[src/rtl/q2_panel.sv]
// Front-panel conditioner for the q2 core: synchronises and debounces the data switches and
// the four momentary keys, then turns accepted key presses into qualified one-clock pulses.
module q2_panel #(
  parameter int unsigned DEBOUNCE_CYCLES = 16,
  parameter int unsigned SYNC_STAGES     = 2
) (
  input  logic        clk,
  input  logic        rst,
  input  logic [11:0] raw_sw,
  input  logic        raw_incp,
  input  logic        raw_dep,
  input  logic        raw_start,
  input  logic        raw_stop,
  input  logic        run,
  output logic [11:0] sw,
  output logic        incp_sw,
  output logic        dep_sw,
  output logic        start_sw,
  output logic        stop_sw,
  output logic        sw_stable
);

  localparam int unsigned CNT_W = $clog2(DEBOUNCE_CYCLES) + 1;
  localparam int unsigned NumSw = 12;
  localparam int unsigned NumCh = NumSw + 4;
  localparam logic [CNT_W-1:0] CntLast = CNT_W'(DEBOUNCE_CYCLES - 1);

  // Key indices within the 4-bit key slice (channels NumSw..NumSw+3).
  localparam int unsigned KeyIncp  = 0;
  localparam int unsigned KeyDep   = 1;
  localparam int unsigned KeyStart = 2;
  localparam int unsigned KeyStop  = 3;

  logic [NumCh-1:0] raw_vec;
  assign raw_vec = {raw_stop, raw_start, raw_dep, raw_incp, raw_sw};

  // Synchroniser chains; index SYNC_STAGES-1 is the last (metastability-safe) stage.
  logic [SYNC_STAGES-1:0][NumCh-1:0] sync_q;
  logic [NumCh-1:0]                  s;

  always_ff @(posedge clk or negedge rst) begin
    if (!rst) begin
      sync_q <= '0;
    end else begin
      sync_q <= {sync_q[SYNC_STAGES-2:0], raw_vec};
    end
  end

  assign s = sync_q[SYNC_STAGES-1];

  // Debounce: a channel accepts a new level only after DEBOUNCE_CYCLES consecutive mismatches.
  logic [NumCh-1:0]            d_q, d_d;
  logic [NumCh-1:0][CNT_W-1:0] cnt_q, cnt_d;

  always_comb begin
    d_d   = d_q;
    cnt_d = cnt_q;
    for (int i = 0; i < int'(NumCh); i++) begin
      if (s[i] == d_q[i]) begin
        cnt_d[i] = '0;
      end else if (cnt_q[i] == CntLast) begin
        d_d[i]   = s[i];
        cnt_d[i] = '0;
      end else begin
        cnt_d[i] = cnt_q[i] + CNT_W'(1);
      end
    end
  end

  always_ff @(posedge clk or negedge rst) begin
    if (!rst) begin
      d_q   <= '0;
      cnt_q <= '0;
    end else begin
      d_q   <= d_d;
      cnt_q <= cnt_d;
    end
  end

  // Data word stability: every switch channel settled and no count in flight.
  logic [NumSw-1:0] sw_calm;
  logic             sw_stable_d, sw_stable_q;

  always_comb begin
    sw_calm = '0;
    for (int i = 0; i < int'(NumSw); i++) begin
      sw_calm[i] = (s[i] == d_q[i]) && (cnt_q[i] == '0);
    end
  end

  assign sw_stable_d = &sw_calm;

  always_ff @(posedge clk or negedge rst) begin
    if (!rst) begin
      sw_stable_q <= 1'b0;
    end else begin
      sw_stable_q <= sw_stable_d;
    end
  end

  // Key edges are taken from the debounced next state so the pulse register fires on the
  // same edge that accepts the press.
  logic [3:0] key_q, key_d, key_rise;
  logic [3:0] pulse_d, pulse_q;

  assign key_q    = d_q[NumCh-1:NumSw];
  assign key_d    = d_d[NumCh-1:NumSw];
  assign key_rise = key_d & ~key_q;

  // Priority STOP > START > DEP > INCP keeps the outputs mutually exclusive; losers are dropped.
  always_comb begin
    pulse_d = '0;
    if (key_rise[KeyStop]) begin
      pulse_d[KeyStop] = 1'b1;
    end else if (key_rise[KeyStart] && !run) begin
      pulse_d[KeyStart] = 1'b1;
    end else if (key_rise[KeyDep] && !run && sw_stable_q) begin
      pulse_d[KeyDep] = 1'b1;
    end else if (key_rise[KeyIncp] && !run && sw_stable_q) begin
      pulse_d[KeyIncp] = 1'b1;
    end
  end

  always_ff @(posedge clk or negedge rst) begin
    if (!rst) begin
      pulse_q <= '0;
    end else begin
      pulse_q <= pulse_d;
    end
  end

  assign sw        = d_q[NumSw-1:0];
  assign sw_stable = sw_stable_q;
  assign incp_sw   = pulse_q[KeyIncp];
  assign dep_sw    = pulse_q[KeyDep];
  assign start_sw  = pulse_q[KeyStart];
  assign stop_sw   = pulse_q[KeyStop];

endmodule

[config.mk]
export PLATFORM = sky130hd
export DESIGN_NAME = q2_panel
export DESIGN_NICKNAME = d
export VERILOG_FILES = /design/src/rtl/q2_panel.sv
export SDC_FILE = /design/constraint.sdc
export NUM_CORES = 1
export LEC_CHECK = 0
export ABC_AREA = 1
export CAP_MARGIN = 20
export CORE_MARGIN = 1.5
export CORE_UTILIZATION = 30
export DETAILED_ROUTE_END_ITERATION = 6
export DONT_BUFFER_PORTS = 1
export PLACE_DENSITY = 0.49
export SLEW_MARGIN = 10
export SYNTH_ARGS = -nofsm -noshare
export SYNTH_HDL_FRONTEND = slang
export SYNTH_SLANG_ARGS = --single-unit
[constraint.sdc]
create_clock -name clk -period 1.8 [get_ports clk]
set_input_delay 0.36 -clock clk [delete_from_list [all_inputs] [get_ports clk]]
set_output_delay 0.36 -clock clk [all_outputs]
set_load 0.02 [all_outputs]
* Word level (Yosys, flattened, before mapping)
Cells that the tools add are included.
** Operators by class
- Muxes and demuxes :: 47
- Reduce and logical (&&, ||, !) cells :: 43
- Add/subtract/negate cells :: 16
- Bitwise logic cells :: 14
- Eq/ne operators :: 32
** Operator list (number)
- 5-bit two-way mux :: 32
- 5-bit by 1-bit adder with 5-bit output (second input constant) :: 16
- 5-bit by 4-bit == test with 1-bit output (second input constant) :: 16
- 5-bit logical NOT :: 12
- 2-bit AND reduction :: 12
- 1-bit logical AND :: 17
- 1-bit == test :: 16
- 1-bit two-way mux :: 13
- 1-bit inverter :: 12
- 12-bit AND reduction :: 1
- 4-bit bitwise AND :: 1
- 4-bit inverter :: 1
- 3-bit two-way mux :: 1
- 2-bit two-way mux :: 1
- 1-bit logical NOT :: 1
** Storage, ports and cells
- Output and inout bits :: 17
- Input bits :: 19
- Register bits after elaboration :: 133

* Longest topological paths before layout
Gate-level depths: netlist of the first run.
- Depth after elaboration :: 10
- Mapped depth :: 10
- Depth with buffers taken out :: 10

* Worst setup path after synthesis of the first run
Ideal clock, no wire load.
- Kind :: register to register
- Start point :: reg cnt_q[65] (netlist name)
- End point :: reg cnt_q[65] (netlist name)
- Period minus slack after synthesis :: 1195 ps
- Path slack :: 605 ps
- Required time :: 1731 ps
- Stages on the path, launching flop included :: 8
- Data arrival time :: 1127 ps
- Buffers on the path :: 0
- Cell sequence :: dfrtp_1 ha_1 nand2_1 inv_1 nand2_1 nor2_2 or2_4 nor2_2
** RTL lines
- from (decl) :: line 53 : logic [NumCh-1:0][CNT_W-1:0] cnt_q, cnt_d;
- from (signal assigned) :: line 76 : cnt_q <= cnt_d;

* Worst setup path after layout of the first run
- Start point :: reg cnt_q[50] (netlist name)
- End point :: reg sw_stable_q, in the netlist sw_stable
** On the way
- Cells in the longest elaborated chain, start to end :: 3
** Ends and longest elaborated chain
- 5-bit logical NOT :: line 87 : sw_calm[i] = (s[i] == d_q[i]) && (cnt_q[i] == '0);
- 1-bit logical AND :: line 87
- 12-bit AND reduction :: line 91 : assign sw_stable_d = &sw_calm;
- net sw_stable_d :: line 82 : logic sw_stable_d, sw_stable_q;
- to (signal assigned) :: line 97 : sw_stable_q <= sw_stable_d;
- to (decl) :: line 82
The timed path passes the listed nets, and every way through them passes these cells.
A chain may end at the register's enable or synchronous reset.

==> run_results.csv, run 1 <==
group,metric,value,unit
run_status,status,"finished, violations left",
run_status,violations,"negative hold slack",
worst_setup_path,critPathMaxFanout,4,
route,vias,3616,
finish,nets,686,
timing,fmax,0.701,GHz
global_routing,antenna_found_initial,0,
yosys,yosys_warnings,0,
die,std_cell_rows,50,
global_routing,track_usage,11.1,%
route,post_drt_wl_per_cell,10.9,um
die,die_area,19800,um2
global_routing,grt_pass1_wl,17100,um
clock_network,cts_tree,"yes",
worst_setup_path,start_kind,"flip-flop",
timing,fin_skew,0.00675,ns
clock_network,cts_buffer_depth,2,
route,top_layer_used,"met4",
yosys,synth.net_count,663,
die,fp.dieH,141,um
die,initial_core_util,30.6,%
placed_design,place_hpwl,6570,um
finish,fin_cells,886,
route,wl_met2,4600,um
timing,grt_setup_unrepaired,"false",
yosys,synth.distinct_cells,23,
die,pin_count,36,
clock_network,clk_latency,0.41,ns
die,design.core.area,18600,um2
yosys,avgSynthCellArea,9.25,um2
clock_network,cts_setup_buffers,0,
worst_setup_path,critPathCaptureType,"flip-flop",
power,irDropWorstVdd,638,uV
placed_design,dpl_cell_area,5900,um2
clock_network,cts_resized,0,
timing,report.final.slew_viol_count,0,
finish,final_area,6660,um2
clock_network,cts_hold_buf,16,
finish,diodes,0,
clock_network,clock-sinks,133,
global_routing,overflow,0,
timing,setup_viol,0,
timing,tns,0,ns
timing,maxSlewHeadroom,79.3,%
clock_network,cts_max_level,4,
worst_setup_path,cp_data_required_time,2.15,ns
worst_setup_path,path_class,"flip-flop to flip-flop",
clock_network,cts_root_buf,"clkbuf_16",
route,drtIter0Drc,163,
finish,area_growth_syn_to_layout,17.0,%
die,die_w,141,um
power,power.total,7.04,mW
yosys,synth_area,5700,um2
job,cap_violations,0,
placed_design,gp_congestion,0.769,
power,power.density,1060,nW/um2
route,drt-met1-wl,4520,um
route,routed_wl,9690,um
timing,hold_ws,-0.349,ns
timing,worstMarginPinSlew,0.310,ns
power,leakage,3.31,nW
worst_hold_path,min_path_type,"input port to asynchronous set/reset pin",
finish,drive_gt1_share,7.82,%
route,drc_errors,0,
worst_setup_path,crit_arrival,1.77,ns
clock_network,clkSlewWorstSetupHoldPaths,0.06,ns
timing,fin_crit_sh,79.2,%
route,wl_met3,458,um
yosys,synth.ff_latch_count,133,
placed_design,place_inst,838,
clock_network,numCtsBuffers,17,
global_routing,grt_max_degree,134,
route,via_per_inst,4.08,
yosys,syn_inst,616,
global_routing,grt_pass1_vias,3720,
yosys,synth_seq_area_share,58.4,%
route,dr.pass1.iters,4,
timing,min_period,1.43,ns
timing,finalHoldViolCount,133,
placed_design,port_buffers,0,
route,drtAntennaViolNets,0,
==> worst max-delay path, stage by stage (launching register included) <==
cell     delay (ns)
dfrtp_1        0.41
inv_1          0.07
ha_1           0.14
nand2_1        0.06
nor3_1         0.22
nand2_1        0.08
nor2_1         0.19
nand2_1        0.09
nor2_2         0.10
==> worst paths after layout <==
check	end	cells past startpoint	slack (ns)	startpoint
setup / recovery	sw_stable	8	0.37	cnt_q[50]
hold / removal	sync_q[1]	0	-0.35	rst
setup reg to reg	sw_stable	8	0.37	cnt_q[50]
hold reg to reg	s[8]	0	0.35	sync_q[8]
max in group asynchronous	d_q[5]	0	1.98	rst
min in group clk	pulse_q[2]	3	0.15	run
==> cells in the mapped netlist, drive strengths merged <==
cell / number / area share [%]
nor3b: 1 / 0.13
nand4: 1 / 0.11
inv: 96 / 6.3
o21ai: 21 / 1.8
or2: 4 / 0.57
nor3: 12 / 1.1
a21oi: 5 / 0.44
nor2: 118 / 8.4
and3: 4 / 0.44
nand3: 18 / 1.7
nand2: 142 / 9.5
xnor2: 5 / 0.77
xor2: 16 / 2.5
buf: 12 / 1.6
dfrtp: 133 / 58
ha: 28 / 6.2
==> cells in the final DEF, fill, tap and decap left out <==
cell and count:
clkinv_2 4, or2_4 3, and3_1 4, nand2_1 139
dfrtp_1 133, nand2_2 3, a21oi_1 5, nand3_2 1
nand3_1 17, nand4_1 1, bufinv_16 3, or2_1 1
nor3_1 11, clkbuf_1 3, inv_2 1, clkinvlp_4 2
clkbuf_8 3, nor3b_1 1, xnor2_1 5, dlygate4sd3_1 16
o21ai_0 21, ha_1 28, nor2_2 12, xor2_1 16
nor2_4 1, nor2_1 105, clkbuf_16 17, inv_1 95
nor3_2 1
==> where the power goes <==
part | total, mW | internal [mW] | switching, mW
clock | 3.50 | 2.28 | 1.22
sequential | 3.21 | 3.12 | 0.0942
combinational | 0.334 | 0.151 | 0.183
==> registers in the layout, summed over array words and instances (netlist names) <==
register / count
s: 16
d_q: 16
pulse_q: 4
cnt_q: 80
sw_stable: 1
sync_q: 16
==> per-layer routing <==
metal | vias up | track usage, %
li1 | 1898 | -
met3 | 8 | 4.48
met1 | 1669 | 13.0
met5 | - | 0
met4 | 0 | 4.77
met2 | 41 | 17.8
==> through the flow <==
step	utilization (%)	hold slack, ns	setup slack [ns]
floorplan	-	0.0644	0.605
detailed placement	31.6	0.0715	0.383
global route	35.7	-0.382	0.273
global placement	31.6	0.0710	0.406
finish	35.7	-0.349	0.374
CTS	35.7	-0.385	0.354
==> layout make-up <==
type                    count  area [um2]
clock buffers              23         478
clock inverters             9         125
fillers                  1864       12000
inverters                  96         360
multi-input cells         375        1920
flip-flops and latches    133        3330
well taps                 234         293
repair buffers             16         160
==> cells by family after synthesis <==
family | after synthesis | synth area share (%)
AOI/OAI and AO/OA | 26 | 2.28
and+or+nand+nor | 300 | 22.0
adders and majority gates | 28 | 6.15
buffers and inverters | 108 | 7.91
DFF | 133 | 58.4
xor gates and xnor gates | 21 | 3.23
(Power assumes the default switching activity.)
==> run 2: changes to the inputs <==
Settings changed: ABC_AREA 1 to 0, PLACE_DENSITY 0.49 to 0.5.
Clock period 1.8 ns to 1.31 ns, I/O delays scaled along.
==> run 2 against run 1 <==
  * The run ends with negative hold slack, negative setup slack left
  * Via count shrank 1.1%
  * Critical endpoint unchanged
  * Die area shrank 3.6%
  * Sequential share of layout area shrank 6.7 points
  * Clock power grew 48%
  * Sequential cell count is the same
  * Synthesized area shrank 3.7%
  * First-iteration DRC count shrank 47%
  * Sequential power grew 37%
  * Clock-buffer cell count shrank 2
  * Power grew 47%
  * Clock skew is essentially flat
  * Global-route usage grew 0.58 points
==> run_results.csv, run 2 <==
group,metric,value,unit
finish,final_common_cell,"dfrtp_1",
worst_setup_path,cp_data_required_time,1.64,ns
timing,maxSlewHeadroom,72.3,%
die,initial_core_util,30.5,%
placed_design,gp_congestion,0.753,
worst_setup_path,crit_arrival,2.06,ns
worst_setup_path,max_stage_delay,0.54,ns
timing,layout_setup_ws,-0.417,ns
yosys,yosysMostFrequentCell,"dfrtp_1",
yosys,synth_ff_type,"dfrtp_1",
global_routing,antenna_found_initial,0,
yosys,synth_seq_area_share,60.7,%
route,via_per_inst,4.35,
yosys,async_reset_ff_share,100,%
clock_network,cts_max_level,4,
finish,drive_gt1_share,32.3,%
die,fp.dieH,138,um
yosys,synth.distinct_cells,22,
route,drc_errors,0,
global_routing,grt_max_degree,134,
worst_setup_path,cp_slowest_cell,"or4_4",
yosys,synth.top_cells.by_count,"133 x dfrtp_1, 76 x nor2_1, 40 x inv_1, 40 x xor2_1, 35 x nand3_1",
global_routing,overflow,0,
yosys,yosys_warnings,0,
finish,nets,628,
yosys,synth.ff_latch_count,133,
clock_network,cts_root_buf,"clkbuf_16",
finish,diodes,0,
route,vias,3577,
timing,fin_skew,0.00709,ns
yosys,synth_area,5490,um2
clock_network,clk_latency,0.43,ns
clock_network,numCtsBuffers,17,
timing,worstMarginPinSlew,0.411,ns
die,die_area,19100,um2
worst_setup_path,start_kind,"flip-flop",
worst_setup_path,critPathMaxFanout,2,
timing,tns,-0.417,ns
route,drtAntennaViolNets,0,
global_routing,track_usage,11.6,%
worst_setup_path,path_class,"flip-flop to flip-flop",
clock_network,clkSlewWorstSetupHoldPaths,0.06,ns
run_status,violations,"negative hold slack, negative setup slack",
worst_setup_path,critPathCaptureType,"flip-flop",
placed_design,dp_slack,-0.465,ns
finish,regMostFlops,"cnt_q",
timing,hold_ws,-0.461,ns
job,cap_violations,0,
worst_hold_path,min_path_type,"input port to asynchronous set/reset pin",
route,dr.pass1.iters,4,
clock_network,cts_buffer_depth,2,
route,post_drt_wl_per_cell,12.6,um
yosys,synth-edff-count,0,
timing,setup_viol,1,
global_routing,grt_pass1_vias,3798,
power,leakage,3.72,nW
yosys,synth.top_cell.area_share,60.7,%
finish,area_growth_syn_to_layout,40.3,%
timing,fmax,0.579,GHz
timing,grt_setup_unrepaired,"true",
timing,min_period,1.73,ns
worst_setup_path,reg2reg_slack,-0.42,ns
die,std_cell_rows,49,
finish,mostFrequentLayoutCells,"133 x dfrtp_1, 86 x buf_4, 64 x nor2_1",
timing,finalHoldViolCount,133,
run_status,status,"finished, violations left",
finish,utilization,42.9,%
worst_setup_path,cp_cell_sequence,"inv_1 -> ha_2 -> nor4bb_4 -> nand4_1 -> or4_4 -> nor4_4",
clock_network,cts_tree,"yes",
timing,report.final.slew_viol_count,0,
finish,largest_reg_flops,80,
power,power.density,1340,nW/um2
yosys,yosys.area.top_type,"dfrtp_1",
die,design.core.area,18000,um2
global_routing,grt_pass1_wl,17500,um
yosys,synth.net_count,510,
yosys,avgSynthCellArea,11.8,um2
clock_network,clock-sinks,133,
die,die_w,138,um
placed_design,place_inst,761,
yosys,synth_area_leaders,"dfrtp_1 61%, ha_1 6.4%, xor2_1 6.4%",
route,routed_wl,10300,um
power,irDropWorstVdd,1220,uV
placed_design,port_buffers,0,
route,drtIter0Drc,87,
clock_network,cts_hold_buf,17,
timing,fin_crit_sh,132,%
placed_design,place_hpwl,6770,um
finish,fin_cells,823,
die,pin_count,36,
yosys,syn_inst,463,
## run 2: changes by cell type after synthesis, sizes merged, moves of 16 or more
cell / before / now
inv: 96 / 40
mux2: 0 / 16
nand2: 142 / 3
nand3: 18 / 35
nor2: 118 / 76
xor2: 16 / 40
## run 2: layout make-up
cell class	count	area [um2]
sequential	133	3330
fill	1685	10300
timing repair buffer	111	906
clock buffer	21	480
multi-input combinational	278	2370
inverter	40	150
clock inverter	11	171
tap	229	287
## run 2: final timing paths
| path | end | startpoint | cells after the start |
|---|---|---|---|
| setup / recovery | sw_stable | cnt_q[35] | 6 |
| hold / removal | cnt_q[62] | rst | 0 |
| setup reg to reg | sw_stable | cnt_q[35] | 6 |
| hold reg to reg | s[9] | sync_q[9] | 0 |
| max in group asynchronous | d_q[8] | rst | 0 |
| min in group clk | pulse_q[1] | run | 3 |
## run 2: what timing repair did
item / 4_1_cts / 5_1_grt
pin swaps: 7 / 29
buffers inserted: 3 / 17
endpoints found under the hold margin: 151 / 133
setup endpoints to repair: 14 / 51
resized for setup: 31 / 73
## run 2: metal layers
metal / wire length (um) / global-route usage, %
met1: 4570 / 13.4
met4: 187 / 4.99
met5: 0 / 0
met3: 391 / 4.30
met2: 5190 / 19.5
## run 2: cell families after synthesis
group                      after synthesis  synth area share (%)
and+or+nand+nor                        162                  14.9
DFF                                    133                  60.7
adders and majority gates               28                  6.39
muxes                                   16                  3.28
xor gates and xnor gates                56                  8.94
buffers and inverters                   52                  4.38
AOI/OAI and AO/OA                       16                  1.46
## run 2: report_power, final
| part | switching (mW) | leakage, nW | internal (mW) |
|---|---|---|---|
| sequential | 0.127 | 1.74 | 4.28 |
| clock | 1.78 | 0.316 | 3.39 |
| combinational | 0.334 | 1.66 | 0.417 |
## run 2: worst max-delay path: cells and delay by family (launching register included)
kind / cells / cell delay [ns]
simple gates: 4 / 1.05
flops: 1 / 0.38
buf+inv: 1 / 0.06
fa+ha+maj: 1 / 0.15
## run 2: metrics by stage
stage | power [mW] | hold slack [ns] | cell area (um2)
2_1_floorplan | 4.78 | -0.0336 | 5490
6_report | 10.3 | -0.461 | 7700
3_3_place_gp | 5.03 | -0.0291 | 6300
5_1_grt | 10.8 | -0.492 | 7700
3_5_place_dp | 5.06 | -0.0287 | 6300
4_1_cts | 10.4 | -0.494 | 7290
==> run 3: changes to the inputs <==
Settings changed: SKIP_LAST_GASP set to 1.
==> run 3 against run 2 <==
  * The flow still finishes with violations (negative hold slack, negative setup slack)
  * Via count is 0.11% lower
  * Die area stayed put
  * Sequential cell count stayed put
  * Global-route usage hardly changed
  * Critical endpoint unchanged
  * Largest cell class unchanged
  * Highest routed layer unchanged
==> run_results.csv, run 3 (same netlist as run 2, synthesis figures left out) <==
group,metric,value,unit
finish,fillCellCount,1685,
global_routing,track_usage,11.6,%
die,initial_core_util,30.5,%
timing,fmax,0.587,GHz
worst_setup_path,cp_data_required_time,1.64,ns
power,power.density,1340,nW/um2
placed_design,dp_slack,-0.465,ns
worst_setup_path,crit_arrival,2.03,ns
clock_network,cts_buffer_depth,2,
worst_setup_path,critPathCaptureType,"flip-flop",
finish,nets,628,
worst_setup_path,start_kind,"flip-flop",
route,drt-met1-wl,4560,um
timing,worstMarginPinSlew,0.411,ns
clock_network,clk_latency,0.43,ns
finish,mostFrequentLayoutCells,"133 x dfrtp_1, 87 x buf_4, 65 x nor2_1",
clock_network,clkSlewWorstSetupHoldPaths,0.06,ns
finish,area_growth_syn_to_layout,40.1,%
global_routing,grt_pass1_wl,17500,um
finish,largest_reg_flops,80,
route,top_layer_used,"met4",
route,drtAntennaViolNets,0,
die,die_w,138,um
route,drc_errors,0,
clock_network,cts_max_level,4,
route,vias,3573,
clock_network,clock-sinks,133,
finish,diodes,0,
placed_design,place_hpwl,6770,um
timing,fin_skew,0.00709,ns
timing,hold_ws,-0.461,ns
die,design.core.area,18000,um2
global_routing,antenna_found_initial,0,
worst_hold_path,min_path_type,"input port to asynchronous set/reset pin",
route,dr.pass1.iters,4,
finish,utilization,42.8,%
worst_setup_path,path_class,"flip-flop to flip-flop",
timing,fin_crit_sh,130,%
die,std_cell_rows,49,
worst_setup_path,critPathMaxFanout,2,
timing,setup_viol,1,
route,post_drt_wl_per_cell,12.5,um
global_routing,grt_pass1_vias,3798,
route,wl_met2,5190,um
timing,maxSlewHeadroom,72.3,%
route,routed_wl,10300,um
finish,final_common_cell,"dfrtp_1",
run_status,status,"finished, violations left",
die,die_area,19100,um2
timing,min_period,1.70,ns
run_status,violations,"negative hold slack, negative setup slack",
timing,grt_setup_unrepaired,"true",
job,cap_violations,0,
die,pin_count,36,
timing,tns,-0.395,ns
route,wl_met3,391,um
finish,regMostFlops,"cnt_q",
timing,layout_setup_ws,-0.395,ns
global_routing,grt_max_degree,134,
clock_network,cts_tree,"yes",
placed_design,port_buffers,0,
timing,report.final.slew_viol_count,0,
route,drtIter0Drc,84,
power,leakage,3.72,nW
global_routing,overflow,0,
die,fp.dieH,138,um
route,via_per_inst,4.34,
finish,drive_gt1_share,32.0,%
placed_design,gp_congestion,0.753,
clock_network,cts_hold_buf,17,
timing,finalHoldViolCount,133,
clock_network,cts_root_buf,"clkbuf_16",
power,irDropWorstVdd,1220,uV
clock_network,numCtsBuffers,17,
run 3: cell counts in the layout (fill, tap and decap cells not counted):
No cell type changed its count.
run 3: per-layer routing:
metal	up-vias	global-route usage, %
li1	1743	-
met3	20	4.30
met4	0	4.99
met5	-	0
met2	47	19.5
met1	1763	13.4
run 3: repair_timing:
item	4_1_cts	5_1_grt
gates resized for setup	29	71
pin swaps	7	29
setup endpoints to repair	14	51
endpoints found under the hold margin	151	133
buffers inserted	3	17
run 3: where the power goes:
part	internal [mW]	switching, mW
sequential	4.28	0.127
clock	3.39	1.78
combinational	0.416	0.333
run 3: stage by stage:
stage	instance area (um2)	std cells	power, mW
2_1_floorplan	5490	463	4.78
3_3_place_gp	6300	761	5.03
3_5_place_dp	6300	761	5.06
4_1_cts	7270	811	10.4
5_1_grt	7680	823	10.8
6_report	7680	823	10.3
run 3: worst max-delay path: stages, from the launching register on:
cell and delay, ns:
dfrtp_1 0.38, inv_1 0.06, ha_1 0.13, nor4bb_4 0.26, nand4_1 0.12, or4_4 0.54
nor4_4 0.14
run 3: worst paths after layout:
| kind | startpoint | endpoint | slack, ns | depth (start not counted) |
|---|---|---|---|---|
| hold / removal | rst | cnt_q[62] | -0.46 | 0 |
| min in group clk | run | pulse_q[1] | 0.04 | 3 |
| setup / recovery | cnt_q[35] | sw_stable | -0.39 | 6 |
| setup reg to reg | cnt_q[35] | sw_stable | -0.39 | 6 |
| hold reg to reg | sync_q[9] | s[9] | 0.35 | 0 |
| max in group asynchronous | rst | d_q[8] | 1.57 | 0 |
run 3: area by class of cell:
class                      count  area [um2]  share of cell area, %
sequential                   133        3330                   43.3
multi-input combinational    278        2370                   30.8
timing repair buffer         111         902                   11.7
clock buffer                  21         480                   6.25
tap                          229         287                   3.73
clock inverter                11         171                   2.23
inverter                      40         150                   1.95
